## config.mk

```make
export PLATFORM = sky130hd
export DESIGN_NAME = fft_ctrl_flat
export DESIGN_NICKNAME = d
export VERILOG_FILES = /design/src/rtl/fft_ctrl_if.sv /design/src/rtl/fft_ctrl.sv /design/src/flat_wrapper.sv
export SDC_FILE = /design/constraint.sdc
export NUM_CORES = 1
export LEC_CHECK = 0
export CORE_ASPECT_RATIO = 0.9
export CORE_MARGIN = 2
export CORE_UTILIZATION = 50
export DETAILED_ROUTE_END_ITERATION = 6
export PLACE_DENSITY_LB_ADDON = 0.3
export SLEW_MARGIN = 10
export SYNTH_ARGS = -nofsm -noshare
export SYNTH_HDL_FRONTEND = slang
export SYNTH_SLANG_ARGS = --single-unit
```

## constraint.sdc

```tcl
create_clock -name clk -period 5.4 [get_ports clk]
set_input_delay 1.62 -clock clk [delete_from_list [all_inputs] [get_ports clk]]
set_output_delay 1.62 -clock clk [all_outputs]
set_load 0.02 [all_outputs]
```

## src/rtl/fft_ctrl_if.sv

```systemverilog
// Control/address bundle between the FFT sequencer and the butterfly datapath.
// master: the sequencer (fft_ctrl). slave: the datapath/RAM side that issues start.
interface fft_ctrl_if #(
  parameter int unsigned LOG2N = 5
);
  localparam int unsigned SW = $clog2(LOG2N);

  logic             start;
  logic             busy;
  logic             done;
  logic [SW-1:0]    stage;
  logic             rd_en;
  logic [LOG2N-1:0] rd_addr_a;
  logic [LOG2N-1:0] rd_addr_b;
  logic [LOG2N-2:0] tw_addr;
  logic             wr_en;
  logic [LOG2N-1:0] wr_addr_a;
  logic [LOG2N-1:0] wr_addr_b;
  logic             ro_valid;
  logic [LOG2N-1:0] ro_idx;

  modport master (
    input  start,
    output busy, done, stage, rd_en, rd_addr_a, rd_addr_b, tw_addr,
           wr_en, wr_addr_a, wr_addr_b, ro_valid, ro_idx
  );

  modport slave (
    output start,
    input  busy, done, stage, rd_en, rd_addr_a, rd_addr_b, tw_addr,
           wr_en, wr_addr_a, wr_addr_b, ro_valid, ro_idx
  );
endinterface

```

## src/rtl/fft_ctrl.sv

```systemverilog
// Radix-2 DIF in-place FFT sequencer: one butterfly address pair per cycle,
// write-back addresses delayed by the butterfly pipeline latency.
// Optional macro FFT_CTRL_BITREV_EN adds an UNLOAD phase that reads the result
// out in natural order; without it ro_valid/ro_idx are tied low.
module fft_ctrl #(
  parameter int unsigned LOG2N    = 5,
  parameter int unsigned PIPE_LAT = 2
) (
  input  logic       clk,
  input  logic       rst,
  fft_ctrl_if.master bus
);
  localparam int unsigned AW = LOG2N;
  localparam int unsigned KW = LOG2N - 1;
  localparam int unsigned SW = $clog2(LOG2N);
  localparam int unsigned DW = (PIPE_LAT > 1) ? $clog2(PIPE_LAT) : 1;
  localparam logic [AW-1:0] K_LAST = AW'((1 << KW) - 1);
  localparam logic [SW-1:0] S_LAST = SW'(LOG2N - 1);
  localparam logic [DW-1:0] D_LAST = DW'(PIPE_LAT - 1);
`ifdef FFT_CTRL_BITREV_EN
  localparam logic [AW-1:0] N_LAST = AW'((1 << AW) - 1);

  typedef enum logic [2:0] {IDLE, RUN, DRAIN, UNLOAD, DONE} state_t;
`else
  typedef enum logic [2:0] {IDLE, RUN, DRAIN, DONE} state_t;
`endif

  state_t        state;
  logic [SW-1:0] s;
  logic [AW-1:0] cnt;
  logic [DW-1:0] dcnt;

  // Low bits below the inserted bit position LOG2N-1-s; also span-1.
  function automatic logic [AW-1:0] lo_mask(input logic [SW-1:0] s_i);
    return {AW{1'b1}} >> (32'(s_i) + 32'd1);
  endfunction

  // k with a 0 inserted at bit LOG2N-1-s.
  function automatic logic [AW-1:0] addr_a(input logic [SW-1:0] s_i, input logic [KW-1:0] k_i);
    logic [AW-1:0] kk;
    logic [AW-1:0] m;
    kk = AW'(k_i);
    m  = lo_mask(s_i);
    return ((kk & ~m) << 1) | (kk & m);
  endfunction

  // Partner address: a + span.
  function automatic logic [AW-1:0] addr_b(input logic [SW-1:0] s_i, input logic [KW-1:0] k_i);
    return addr_a(s_i, k_i) | (lo_mask(s_i) + AW'(1));
  endfunction

  // (k mod span) << s.
  function automatic logic [KW-1:0] tw_of(input logic [SW-1:0] s_i, input logic [KW-1:0] k_i);
    logic [AW-1:0] kk;
    kk = AW'(k_i) & lo_mask(s_i);
    return KW'(kk << s_i);
  endfunction

`ifdef FFT_CTRL_BITREV_EN
  function automatic logic [AW-1:0] bitrev(input logic [AW-1:0] v);
    logic [AW-1:0] r;
    for (int j = 0; j < int'(AW); j++) r[j] = v[AW-1-j];
    return r;
  endfunction
`endif

  assign bus.stage = s;

  // Sequencer FSM with registered read-side outputs.
  always_ff @(posedge clk or posedge rst) begin
    if (rst) begin
      state         <= IDLE;
      s             <= '0;
      cnt           <= '0;
      dcnt          <= '0;
      bus.busy      <= 1'b0;
      bus.done      <= 1'b0;
      bus.rd_en     <= 1'b0;
      bus.rd_addr_a <= '0;
      bus.rd_addr_b <= '0;
      bus.tw_addr   <= '0;
    end else begin
      bus.done <= 1'b0;
      case (state)
        IDLE: begin
          if (bus.start) begin
            state         <= RUN;
            s             <= '0;
            cnt           <= '0;
            bus.busy      <= 1'b1;
            bus.rd_en     <= 1'b1;
            bus.rd_addr_a <= addr_a('0, '0);
            bus.rd_addr_b <= addr_b('0, '0);
            bus.tw_addr   <= tw_of('0, '0);
          end
        end
        RUN: begin
          if (cnt == K_LAST) begin
            state         <= DRAIN;
            dcnt          <= '0;
            bus.rd_en     <= 1'b0;
            bus.rd_addr_a <= '0;
            bus.rd_addr_b <= '0;
            bus.tw_addr   <= '0;
          end else begin
            cnt           <= cnt + AW'(1);
            bus.rd_addr_a <= addr_a(s, KW'(cnt + AW'(1)));
            bus.rd_addr_b <= addr_b(s, KW'(cnt + AW'(1)));
            bus.tw_addr   <= tw_of(s, KW'(cnt + AW'(1)));
          end
        end
        DRAIN: begin
          if (dcnt != D_LAST) begin
            dcnt <= dcnt + DW'(1);
          end else if (s != S_LAST) begin
            state         <= RUN;
            s             <= s + SW'(1);
            cnt           <= '0;
            bus.rd_en     <= 1'b1;
            bus.rd_addr_a <= addr_a(s + SW'(1), '0);
            bus.rd_addr_b <= addr_b(s + SW'(1), '0);
            bus.tw_addr   <= tw_of(s + SW'(1), '0);
          end else begin
`ifdef FFT_CTRL_BITREV_EN
            state         <= UNLOAD;
            cnt           <= '0;
            bus.rd_en     <= 1'b1;
            bus.rd_addr_a <= bitrev('0);
            bus.rd_addr_b <= '0;
`else
            state         <= DONE;
            s             <= '0;
            bus.busy      <= 1'b0;
            bus.done      <= 1'b1;
`endif
          end
        end
`ifdef FFT_CTRL_BITREV_EN
        UNLOAD: begin
          if (cnt == N_LAST) begin
            state         <= DONE;
            s             <= '0;
            bus.busy      <= 1'b0;
            bus.done      <= 1'b1;
            bus.rd_en     <= 1'b0;
            bus.rd_addr_a <= '0;
          end else begin
            cnt           <= cnt + AW'(1);
            bus.rd_addr_a <= bitrev(cnt + AW'(1));
          end
        end
`endif
        DONE: begin
          state <= IDLE;
        end
        default: begin
          state <= IDLE;
        end
      endcase
    end
  end

  // Write-back delay line; only butterfly reads produce writes.
  logic [PIPE_LAT-1:0] pe;
  logic [AW-1:0]       pa [PIPE_LAT];
  logic [AW-1:0]       pb [PIPE_LAT];
  logic                bfly;

  assign bfly = bus.rd_en && (state == RUN);

  // Shift read pair through PIPE_LAT stages to form the write pair.
  always_ff @(posedge clk or posedge rst) begin
    if (rst) begin
      pe <= '0;
      for (int i = 0; i < int'(PIPE_LAT); i++) begin
        pa[i] <= '0;
        pb[i] <= '0;
      end
    end else begin
      pe[0] <= bfly;
      pa[0] <= bfly ? bus.rd_addr_a : '0;
      pb[0] <= bfly ? bus.rd_addr_b : '0;
      for (int i = 1; i < int'(PIPE_LAT); i++) begin
        pe[i] <= pe[i-1];
        pa[i] <= pa[i-1];
        pb[i] <= pb[i-1];
      end
    end
  end

  assign bus.wr_en     = pe[PIPE_LAT-1];
  assign bus.wr_addr_a = pa[PIPE_LAT-1];
  assign bus.wr_addr_b = pb[PIPE_LAT-1];

`ifdef FFT_CTRL_BITREV_EN
  // Unload index lags the read by the one-cycle RAM latency.
  always_ff @(posedge clk or posedge rst) begin
    if (rst) begin
      bus.ro_valid <= 1'b0;
      bus.ro_idx   <= '0;
    end else begin
      bus.ro_valid <= bus.rd_en && (state == UNLOAD);
      bus.ro_idx   <= (state == UNLOAD) ? cnt : '0;
    end
  end
`else
  assign bus.ro_valid = 1'b0;
  assign bus.ro_idx   = '0;
`endif
endmodule

```

## src/flat_wrapper.sv

```systemverilog
// flat-port wrapper written by rule: the top's interface ports become plain ports
module fft_ctrl_flat 
#(
  parameter int unsigned LOG2N    = 5,
  parameter int unsigned PIPE_LAT = 2
)
  (clk, rst, bus_start, bus_busy, bus_done, bus_stage, bus_rd_en, bus_rd_addr_a, bus_rd_addr_b, bus_tw_addr, bus_wr_en, bus_wr_addr_a, bus_wr_addr_b, bus_ro_valid, bus_ro_idx);
  fft_ctrl_if #(.LOG2N(LOG2N)) bus_i ();
  input  logic clk;
  input  logic rst;
  input wire logic [$bits(bus_i.start)-1:0] bus_start;
  output wire logic [$bits(bus_i.busy)-1:0] bus_busy;
  output wire logic [$bits(bus_i.done)-1:0] bus_done;
  output wire logic [$bits(bus_i.stage)-1:0] bus_stage;
  output wire logic [$bits(bus_i.rd_en)-1:0] bus_rd_en;
  output wire logic [$bits(bus_i.rd_addr_a)-1:0] bus_rd_addr_a;
  output wire logic [$bits(bus_i.rd_addr_b)-1:0] bus_rd_addr_b;
  output wire logic [$bits(bus_i.tw_addr)-1:0] bus_tw_addr;
  output wire logic [$bits(bus_i.wr_en)-1:0] bus_wr_en;
  output wire logic [$bits(bus_i.wr_addr_a)-1:0] bus_wr_addr_a;
  output wire logic [$bits(bus_i.wr_addr_b)-1:0] bus_wr_addr_b;
  output wire logic [$bits(bus_i.ro_valid)-1:0] bus_ro_valid;
  output wire logic [$bits(bus_i.ro_idx)-1:0] bus_ro_idx;
  assign bus_i.start = bus_start;
  assign bus_busy = bus_i.busy;
  assign bus_done = bus_i.done;
  assign bus_stage = bus_i.stage;
  assign bus_rd_en = bus_i.rd_en;
  assign bus_rd_addr_a = bus_i.rd_addr_a;
  assign bus_rd_addr_b = bus_i.rd_addr_b;
  assign bus_tw_addr = bus_i.tw_addr;
  assign bus_wr_en = bus_i.wr_en;
  assign bus_wr_addr_a = bus_i.wr_addr_a;
  assign bus_wr_addr_b = bus_i.wr_addr_b;
  assign bus_ro_valid = bus_i.ro_valid;
  assign bus_ro_idx = bus_i.ro_idx;
  fft_ctrl #(.LOG2N(LOG2N), .PIPE_LAT(PIPE_LAT)) u_core (.clk(clk), .rst(rst), .bus(bus_i));
endmodule
```

Yosys cells after proc, flatten, opt, wreduce, memory -nomap -nowiden
Index checks and enable logic that the tools add are counted.
{ "totals": {"regBits": 51, "input_bits": 3, "output_inout_bits": 37, "elab_cells": 94} }
{ "op_classes": {"addsub": 7, "eq_ne": 10, "shift": 4, "mux": 41, "bitwise": 5, "n_reduce_logical": 12} }
{ "op_table": {"columns": ["op", "count"], "rows": [
  ["$mux 5", 11],
  ["$pmux 5 s3", 3],
  ["$shr 5x32->5 const A", 1],
  ["$mux 3", 6],
  ["$mux 4", 4],
  ["$add 5x1->5 const B", 3],
  ["$pmux 4 s3", 1],
  ["$mux 1", 10],
  ["$or 5x5->5", 2],
  ["$reduce_and 5->1", 2],
  ["$pmux 3 s3", 1],
  ["$add 3x1->4 const B", 2],
  ["$reduce_and 4->1", 2],
  ["$ne 2x1->1 const B", 3],
  ["$ne 2x2->1 const B", 3],
  ["$pmux 3 s2", 1],
  ["$reduce_and 3->1", 2],
  ["$and 4x5->5", 1],
  ["$eq 5x4->1 const B", 1],
  ["$shl 5x3->4", 1],
  ["$shr 5x4->5 const A", 1],
  ["$and 4x4->4", 1],
  ["$not 4->4", 1],
  ["$pmux 1 s2", 2],
  ["other kinds (13)", 14]
]} }

Longest topological paths before layout
Gate-level depths: netlist of run 1.
{ "logic_depth": {"depth_word": 8, "mapped_depth": 9, "mapped_depth_nobuf": 7} }

Worst setup path before layout of run 1
OpenSTA, ideal clock, no wires.
{ "synth_timing": {"path_type": "input to register", "from": "input port bus_start", "to": "register u_core.cnt[0]", "setup_time_ps": 125, "t_arrival_ps": 2564, "t_required_ps": 5275, "setup_slack_ps": 2711, "cell_stages": 5, "cell_sequence": "nor2b_1 > a2111o_1 > buf_2 > nor2_1 > mux2_2"} }
{ "synth_via": {"elab_chain_len": 2} }
{ "synth_rtl": {"columns": ["item", "line_no", "rtl"], "rows": [
  ["from (decl)", "flat_wrapper.sv:11", "input wire logic [$bits(bus_i.start)-1:0] bus_start;"],
  ["$ne 2x2->1 (no line)", null, null],
  ["$reduce_and 5->1 (no line)", null, null],
  ["to (signal assigned)", "fft_ctrl.sv:106", "cnt <= cnt + AW'(1);"],
  ["to (decl)", "fft_ctrl.sv:30", "logic [AW-1:0] cnt;"]
]} }
Every way passes these cells.
A chain may end at the register's enable or synchronous reset.

Final worst setup path of run 1
Same ends and word-level chain as after synthesis.

==> metrics.md, run 1 <==
| Metric | Value |
|---|---|
| FFs w/ async S/R, synth | 100% |
| Final worst slack | 2.04 ns |
| Max-cap violation count | 0 |
| Peak fanout along the critical path | 30 |
| Fin util | 59.4% |
| Post-route ant nets | 0 |
| Worst path required time | 5.59 ns |
| Maximum clock rate | 297 MHz |
| Num CTS Buffers | 5 |
| P_leak | 1.35 nW |
| Core ar. | 4800 um2 |
| Top_reg_cell synth | dfrtp_1 |
| Top cells by area, synth | dfrtp_1 50%, ha_1 6.5%, buf_4 4.8%, nand2_1 3.8%, o21ai_0 3.6% |
| Finished layout cell area | 2850 um2 |
| Post-synth EDFFs | 0 |
| Area occupied by multi-input gates | 1020 um2 |
| RSZ-0062 raised after global routing | false |
| Max H-tree Level | 2 |
| CTS clk-pin slew, worst paths | 0.08 ns |
| Worst-Margin Slew | 1.00 ns |
| WL final | 4560 um |
| Fillcell total | 406 |
| Vias per inst | 5.37 |
| Num rows | 24 |
| Share of the synthesized area in the top cell type | 50.4% |
| Root Driver | clkbuf_8 |
| Die area | 5550 um2 |
| Synth unique cells | 46 |
| WL/cell | 14.3 um |
| Hold WC Path Type | flop to flop |
| Largest net degree at the start of global routing | 51 |
| VDD IR max | 274 uV |
| CTS Buffer Depth | 2 |
| Total power | 1.43 mW |
| CP Launch Point | bus_start |
| Sequential element share of the synthesized area | 50.4% |
| Synth Cell Area | 2480 um2 |
| Crit path kind | input port to flop |
| Commonest non-fill, non-tap cells in the layout | 50 x dfrtp_1, 33 x clkdlybuf4s50_1, 25 x nand2_1 |
| Layout cells sized above 1 | 6.27% |
| Register area | 1250 um2 |
| Post-route clock skew | 0.00760 ns |
| Placed Cells | 312 |
| Final setup vio count | 0 |
| CP startpoint kind | input port |
| Post-Syn Instances | 233 |
| Drt pass-1 iters | 5 |
| Pre-CTS WS | 1.72 ns |
| Die height | 70.9 um |
| Relative slew margins | 32.9% |
| Hold Slack | 0.351 ns |
| Final Hold Vio Count | 0 |
| Hold path cells | 0 |
| # DRC | 0 |
| Syn-to-layout area delta | 14.9% |
| Initial antenna violation count | 0 |
| Post-route setup TNS | 0 ns |
| GR Overflow Total | 0 |
| DRT iter0 DRCs | 97 |
| Starting density of the core | 51.7% |
| ANT cells | 0 |
| DP Area | 2740 um2 |
| CTS tree | done |
| Hold Buf Count CTS | 0 |
| Worst-Skew Late Latency | 0.30 ns |
| Post-Syn Area per Cell | 10.7 um2 |
| Total track usage | 18.1% |
| Area leader, netlist | dfrtp_1 |
| R2R depth | 6 |
| Power Density | 500 nW/um2 |
| Pins Over Slew Limit | 0 |
| Yosys warning total | 0 |
| Layout Cells excl Fill | 320 |
| Post-CTS Setup Bufs | 0 |
| I/O Pins | 40 |
| First-pass GRT wire length | 7820 um |
| CTS sink cnt | 50 |
| Min-delay src | u_core.pa[9]$_DFF_PP0_ |
| Status | finished, final reports clean |
| Yosys reg bits | 50 |
| Final nets | 270 |
| CTS-repair resized insts | 0 |
| Final Cycle Share | 62.3% |
| Fin crit period | 3.36 ns |
| Buffers on Ports | 33 |
| Critical path arrival | 3.55 ns |
| Via count | 1,717 |
| Most common cell after layout, fill and taps aside | dfrtp_1 |
| Post-DP HPWL | 3150 um |
| Vias in the first global route | 1,597 |
| DIE WIDTH | 78.3 um |
| Worst setup EP type | flop |
| Placer Congestion | 0.889 |
| FF-to-FF Start | u_core.bus.stage[1]$_DFFE_PP0P_ |
area by class of cell:
| cell class | count | area share [%] |
|---|---|---|
| flip-flops and latches | 50 | 43.8 |
| clock buffers | 6 | 2.54 |
| well taps | 65 | 2.85 |
| inverters | 15 | 1.97 |
| clock inverters | 2 | 1.32 |
| repair buffers | 33 | 11.6 |
| multi-input cells | 149 | 35.9 |
metal layers:
layer	up-vias	global-route usage, %	wire length (um)
li1	840	-	-
met2	47	26.9	2050
met5	-	0	0
met3	6	3.44	201
met1	824	27.0	2260
met4	0	5.85	59
state kept, by name, indices dropped and copies added, names as in the netlist:
| name | cells |
|---|---|
| u_core.bus.stage | 3 |
| u_core.state | 2 |
| u_core.bus.busy | 1 |
| u_core.bus.rd_addr_a | 5 |
| u_core.pb | 5 |
| u_core.bus.rd_en | 1 |
| u_core.bus.done | 1 |
| u_core.bus.wr_addr_b | 5 |
| u_core.dcnt | 1 |
| u_core.bus.rd_addr_b | 5 |
| u_core.cnt | 5 |
| u_core.bus.tw_addr | 4 |
| u_core.pe | 2 |
| u_core.bus.wr_addr_a | 5 |
| u_core.pa | 5 |
synthesized netlist by cell type (2+ instances only):
master     number
a31oi_1         3
o31ai_1         4
o41ai_2         3
ha_1           13
o21a_1          2
buf_2           4
inv_1          15
nor2_1          9
a32oi_1         2
and3_1         11
buf_6           2
nand3_1         5
a21oi_1         6
o2bb2ai_1       2
mux2i_1         3
a21o_1          2
xor2_1          2
dfrtp_1        50
clkbuf_1        2
xnor2_1         3
buf_4          16
nor3_1          2
nand2_1        25
a2111o_1        2
mux2_2          2
a22o_1          2
nor2b_1         3
a21boi_0        2
and2_1          2
o21ai_0        18
power breakdown:
part | total (mW) | internal [mW] | switching [mW]
combinational | 0.656 | 0.261 | 0.395
sequential | 0.516 | 0.451 | 0.0649
clock | 0.256 | 0.138 | 0.118
cell families after synthesis:
group                      count (synthesis)  share of synthesized area, %
AOI/OAI and AO/OA                         58                          17.7
xor gates and xnor gates                   5                          1.76
adders and majority gates                 13                          6.55
buffers and inverters                     39                          9.12
DFF                                       50                          50.4
muxes                                      5                          2.12
other                                      1                         0.151
and+or+nand+nor                           62                          12.2
path summary, 6_finish.rpt:
check	to	slack (ns)
min reg2reg	u_core.bus.wr_addr_a[4]$_DFF_PP0_	0.35
min	u_core.bus.wr_addr_a[4]$_DFF_PP0_	0.35
max	u_core.cnt[0]$_DFFE_PP0P_	2.04
max in group asynchronous	u_core.pa[6]$_DFF_PP0_	2.91
max reg2reg	u_core.bus.tw_addr[3]$_DFFE_PP0P_	2.74
min in group asynchronous	u_core.bus.wr_addr_b[1]$_DFF_PP0_	1.88
critical path, stage by stage:
cell,delay [ns]
clkdlybuf4s50_1,0.41
nor2b_1,0.32
a2111o_1,0.77
nor2_1,0.12
mux2_2,0.30
No activity file was read; power rests on OpenSTA's default activity.
==> run 2, diff against run 1 <==
Settings changed: CORE_UTILIZATION 50 to 48.
Clock period 5.4 ns to 3 ns, I/O delays scaled along.
==> run 2 against run 1 <==
Effect of this change:
- register-to-register slack lost 2.1 ns
- die area grew 3.9%
- sequential power grew 74%
- sequential share of layout area shrank 1.3 points
- power grew 89%
- non-clock buffer count grew 9
- largest power group unchanged
- highest routed layer unchanged
==> metrics.md, run 2 (synthesis gave the netlist of run 1 again) <==
| Metric | Value |
|---|---|
| Sequential power share | 33.3% |
| CTS sink cnt | 50 |
| Num CTS Buffers | 5 |
| Crit path kind | flop to primary output |
| Worst path required time | 2.10 ns |
| Worst path cell trace | clkdlybuf4s50_1 |
| CTS-repair resized insts | 0 |
| Family with the most delay on the worst path | buffers and inverters |
| Crit path to | bus_stage[2] |
| WL final | 4860 um |
| Layout cells sized above 1 | 9.85% |
| Die area | 5770 um2 |
| Post-route setup TNS | 0 ns |
| Buffers on Ports | 33 |
| Relative slew margins | 63.5% |
| Hold Buf Count CTS | 0 |
| Finished layout cell area | 2940 um2 |
| Clock Power Share | 18.0% |
| Busiest grt layer | met2 |
| Psw | 1.09 mW |
| Peak fanout along the critical path | 15 |
| Grt met1 use | 26.7% |
| Via count | 1,760 |
| Max H-tree Level | 2 |
| Cell count along the critical path | 1 |
| # DRC | 0 |
| Met2 Use GR | 27.1% |
| Post-route ant nets | 0 |
| R2R Path End | u_core.bus.rd_addr_b[0]$_DFFE_PP0P_ |
| R2R depth | 8 |
| First-pass GRT wire length | 8150 um |
| Hold WC Path Type | flop to flop |
| Final setup vio count | 0 |
| CTS Buffer Depth | 2 |
| Worst-Skew Late Latency | 0.31 ns |
| Starting density of the core | 50.4% |
| Net Sw Frac | 40.2% |
| Core ar. | 4920 um2 |
| ANT cells | 0 |
| Pins Over Slew Limit | 0 |
| WL/cell | 14.8 um |
| CP startpoint kind | flop |
| Post-route clock skew | 0.0122 ns |
| Max-cap violation count | 0 |
| Syn-to-layout area delta | 18.4% |
| Num rows | 24 |
| Root Driver | clkbuf_8 |
| Critical path arrival | 1.72 ns |
| Post-CTS Setup Bufs | 0 |
| Commonest non-fill, non-tap cells in the layout | 50 x dfrtp_1, 33 x clkdlybuf4s50_1, 25 x nand2_1 |
| Drt pass-1 iters | 4 |
| Maximum clock rate | 382 MHz |
| RSZ-0062 raised after global routing | false |
| Die height | 72.2 um |
| P_leak | 1.41 nW |
| Final nets | 279 |
| GR Layer Usage met3 | 4.48% |
| Most common cell after layout, fill and taps aside | dfrtp_1 |
| FF-to-FF Start | u_core.cnt[0]$_DFFE_PP0P_ |
| Fin crit period | 2.62 ns |
| I/O Pins | 40 |
| Largest net degree at the start of global routing | 23 |
| Worst setup EP type | primary output |
| Vias per inst | 5.35 |
| R2R Setup Slk | 0.68 ns |
| Initial antenna violation count | 0 |
| Worst-Margin Slew | 0.548 ns |
| Post-DP HPWL | 3560 um |
| CTS clk-pin slew, worst paths | 0.10 ns |
| Total track usage | 18.4% |
| Status | finished, final reports clean |
| CP Launch Point | u_core.bus.stage[2]$_DFFE_PP0P_ |
| DRT iter0 DRCs | 93 |
| Logic pwr share | 48.8% |
| GR Overflow Total | 0 |
| DIE WIDTH | 79.8 um |
| CP max-delay cell | clkdlybuf4s50_1 |
| Pint | 1.61 mW |
| CTS tree | done |
| VDD IR max | 479 uV |
| Final Cycle Share | 87.3% |
| Placer Congestion | 0.912 |
| CP peak stage delay | 0.71 ns |
| Final Hold Vio Count | 0 |
| Worst Path Buf+Inv | 1 |
| DP Area | 2820 um2 |
| Vias in the first global route | 1,666 |
| Power Density | 917 nW/um2 |
## run 2: cell count changes in the layout (fill, tap and decap cells not counted), sizes merged
cell,previous run,this run
clkinvlp,1,0
clkinv,0,1
buf,0,9
inv,15,16
clkbuf,6,5
## run 2: how the worst min path moves through the flow
stage | start | to | slack (ns) | depth (start not counted)
6_report | u_core.pb[7]$_DFF_PP0_ | u_core.bus.wr_addr_b[2]$_DFF_PP0_ | 0.35 | 0
5_1_grt | u_core.pa[5]$_DFF_PP0_ | u_core.bus.wr_addr_a[0]$_DFF_PP0_ | 0.37 | 0
4_1_cts | u_core.pb[7]$_DFF_PP0_ | u_core.bus.wr_addr_b[2]$_DFF_PP0_ | 0.36 | 0
3_5_place_dp | u_core.pb[7]$_DFF_PP0_ | u_core.bus.wr_addr_b[2]$_DFF_PP0_ | 0.33 | 0
3_3_place_gp | u_core.pb[7]$_DFF_PP0_ | u_core.bus.wr_addr_b[2]$_DFF_PP0_ | 0.33 | 0
2_1_floorplan | u_core.pa[5]$_DFF_PP0_ | u_core.bus.wr_addr_a[0]$_DFF_PP0_ | 0.33 | 0
## run 2: power groups by stage
stage / clock, mW / sequential (mW) / combinational [mW]
final: 0.484 / 0.898 / 1.32
after global routing: 0.531 / 0.914 / 1.44
after CTS: 0.498 / 0.900 / 1.32
after detailed placement: 0 / 0.913 / 1.31
after global placement: 0 / 0.911 / 1.29
after floorplan: 0 / 0.993 / 0.817
## run 2: through the flow
step           cells  utilization, %  power [mW]  hold slack [ns]  setup WS [ns]
2_1_floorplan    238               -        1.81            0.331          0.899
3_3_place_gp     321            57.3        2.20            0.332          0.333
3_5_place_dp     321            57.3        2.23            0.335          0.274
4_1_cts          329            59.7        2.72            0.356          0.387
5_1_grt          329            59.7        2.88            0.366          0.326
6_report         329            59.7        2.70            0.354          0.380
## run 2: area by class of cell
| cell class | instances | area, um2 |
|---|---|---|
| Clock inverter | 3 | 47.5 |
| Timing Repair Buffer | 42 | 410 |
| Clock buffer | 5 | 68.8 |
| Multi-Input combinational cell | 149 | 1020 |
| Tap cell | 65 | 81.3 |
| Inverter | 15 | 56.3 |
| Sequential cell | 50 | 1250 |
| Fill cell | 444 | 1980 |
## run 2: routing by layer
metal / vias to the layer above / part of all wire [%] / routed length, um
met3: 6 / 5.1 / 249
met4: 0 / 1.5 / 74
met1: 849 / 49 / 2380
met5: - / 0 / 0
met2: 45 / 44 / 2150
li1: 860 / - / -
==> run 3, diff against run 2 <==
Settings changed: CORE_UTILIZATION 48 to 50, DONT_BUFFER_PORTS from default to 1, SKIP_LAST_GASP from default to 1.
==> run 3 against run 2 <==
Effect of this change:
- clock skew is 0.0073 ns lower
- die area is 3.8% lower
- utilization is 5.7 points lower
- via count is 6.9% lower
- register-to-register slack worse by 0.04 ns
- final area is 12% lower
- flip-flop and latch count stayed put
- sequential power is 11% higher
- combinational power is 23% lower
- global-route usage is 0.86 points higher
==> metrics.md, run 3 (synthesis gave the netlist of run 1 again) <==
| Metric | Value |
|---|---|
| FF-to-FF Start | u_core.state[0]$_DFFE_PP0P_ |
| CTS sink cnt | 50 |
| Post-route clock skew | 0.00483 ns |
| CP startpoint kind | flop |
| DIE WIDTH | 78.3 um |
| Status | finished, final reports clean |
| Syn-to-layout area delta | 4.48% |
| Core ar. | 4800 um2 |
| Vias in the first global route | 1,520 |
| Placed Cells | 287 |
| P_leak | 1.29 nW |
| Layout Cells excl Fill | 295 |
| Final Hold Vio Count | 0 |
| DRT iter0 DRCs | 78 |
| Max-cap violation count | 0 |
| Via count | 1,638 |
| R2R depth | 6 |
| Fin crit period | 2.36 ns |
| Placer Congestion | 0.890 |
| CTS Buffer Depth | 2 |
| Pins Over Slew Limit | 0 |
| Hold Slack | 0.354 ns |
| Worst path cell trace | inv_1 -> ha_1 -> and3_4 -> a2111o_1 -> buf_4 -> o31ai_1 |
| Max H-tree Level | 2 |
| WL/cell | 16.4 um |
| First-pass GRT wire length | 8160 um |
| CP peak stage delay | 0.51 ns |
| Critical path arrival | 2.55 ns |
| Buffers on Ports | 0 |
| Die height | 70.9 um |
| Vias per inst | 5.55 |
| CTS tree | done |
| Commonest non-fill, non-tap cells in the layout | 50 x dfrtp_1, 25 x nand2_1, 18 x o21ai_0 |
| Maximum clock rate | 423 MHz |
| Worst setup EP type | flop |
| Crit path kind | flop to flop |
| Final nets | 245 |
| Family with the most delay on the worst path | compound AO/OA/AOI/OAI gates |
| # DRC | 0 |
| Drt pass-1 iters | 5 |
| Largest net degree at the start of global routing | 33 |
| Starting density of the core | 51.7% |
| Post-route setup TNS | 0 ns |
| CTS-repair resized insts | 0 |
| Peak fanout along the critical path | 17 |
| Hold Buf Count CTS | 0 |
| Final setup vio count | 0 |
| CP max-delay cell | a2111o_1 |
| Fillcell total | 451 |
| Register area | 1250 um2 |
| Total track usage | 19.2% |
| Layout cells sized above 1 | 10.9% |
| Relative slew margins | 62.6% |
| Root Driver | clkbuf_8 |
| VDD IR max | 449 uV |
| Area occupied by multi-input gates | 1020 um2 |
| Min-delay src | u_core.pb[7]$_DFF_PP0_ |
| Most common cell after layout, fill and taps aside | dfrtp_1 |
| I/O Pins | 40 |
| Worst path required time | 3.19 ns |
| Post-route ant nets | 0 |
| Num CTS Buffers | 5 |
| Initial antenna violation count | 0 |
| Final Cycle Share | 78.7% |
| WL final | 4830 um |
| Die area | 5550 um2 |
| ANT cells | 0 |
| Post-DP HPWL | 3520 um |
| R2R Setup Slk | 0.64 ns |
| R2R Path End | u_core.bus.tw_addr[1]$_DFFE_PP0P_ |
| Worst-Margin Slew | 0.561 ns |
| Hold Path End | u_core.bus.wr_addr_b[2]$_DFF_PP0_ |
| Worst Path Buf+Inv | 2 |
| Worst-Skew Late Latency | 0.30 ns |
| Hold WC Path Type | flop to flop |
| RSZ-0062 raised after global routing | false |
| Power Density | 970 nW/um2 |
| CTS clk-pin slew, worst paths | 0.09 ns |
| Hold path cells | 0 |
| Post-CTS Setup Bufs | 0 |
| GR Overflow Total | 0 |
| Num rows | 24 |
==> run 3: changes by cell type in the layout (fill, tap and decap cells not counted) <==
cell and delta:
clkdlybuf4s50_1 -33, buf_12 -1, clkbuf_8 +1, clkinv_4 -1
==> run 3: cell type report <==
cell class | count | share of cell area [%]
Sequential cell | 50 | 48.2
Multi-Input combinational cell | 149 | 39.5
Clock buffer | 6 | 3.18
Tap cell | 65 | 3.13
Timing Repair Buffer | 8 | 2.31
Inverter | 15 | 2.17
Clock inverter | 2 | 1.49
==> run 3: worst reg2reg max path, stage by stage (launching register included) <==
cell	delay, ns
dfrtp_1	0.40
inv_1	0.11
ha_1	0.35
and3_4	0.23
a2111o_1	0.51
buf_4	0.30
o31ai_1	0.34
==> run 3: per-layer routing <==
layer	wire length, um	GRT usage [%]
met2	2030	27.5
met1	2380	28.8
met3	349	4.72
met5	0	0
met4	75	6.43
==> run 3: power breakdown <==
group	switching, mW	internal (mW)	leakage [nW]
clock network	0.221	0.274	0.0618
logic	0.641	0.377	0.561
registers	0.191	0.812	0.666
total	1.05	1.46	1.29
==> run 3: how the worst max path moves through the flow <==
stage,startpoint,to,slack [ns],cells past startpoint
floorplan,rst,u_core.bus.busy$_DFFE_PP0P_,0.90,1
global placement,bus_start,u_core.bus.rd_addr_b[4]$_DFFE_PP0P_,0.75,5
detailed placement,u_core.state[0]$_DFFE_PP0P_,u_core.bus.tw_addr[1]$_DFFE_PP0P_,0.63,6
CTS,u_core.state[0]$_DFFE_PP0P_,u_core.bus.tw_addr[1]$_DFFE_PP0P_,0.62,6
global route,u_core.state[0]$_DFFE_PP0P_,u_core.bus.tw_addr[1]$_DFFE_PP0P_,0.49,6
finish,u_core.state[0]$_DFFE_PP0P_,u_core.bus.tw_addr[1]$_DFFE_PP0P_,0.64,6
==> run 3: per-stage QoR <==
step / instance area [um2] / utilization [%] / setup WS (ns) / total power, mW
4_1_cts: 2590 / 54.0 / 0.622 / 2.54
3_5_place_dp: 2470 / 51.5 / 0.632 / 2.04
3_3_place_gp: 2470 / 51.5 / 0.747 / 2.02
2_1_floorplan: 2500 / - / 0.899 / 1.81
6_report: 2590 / 54.0 / 0.639 / 2.52
5_1_grt: 2590 / 54.0 / 0.489 / 2.71
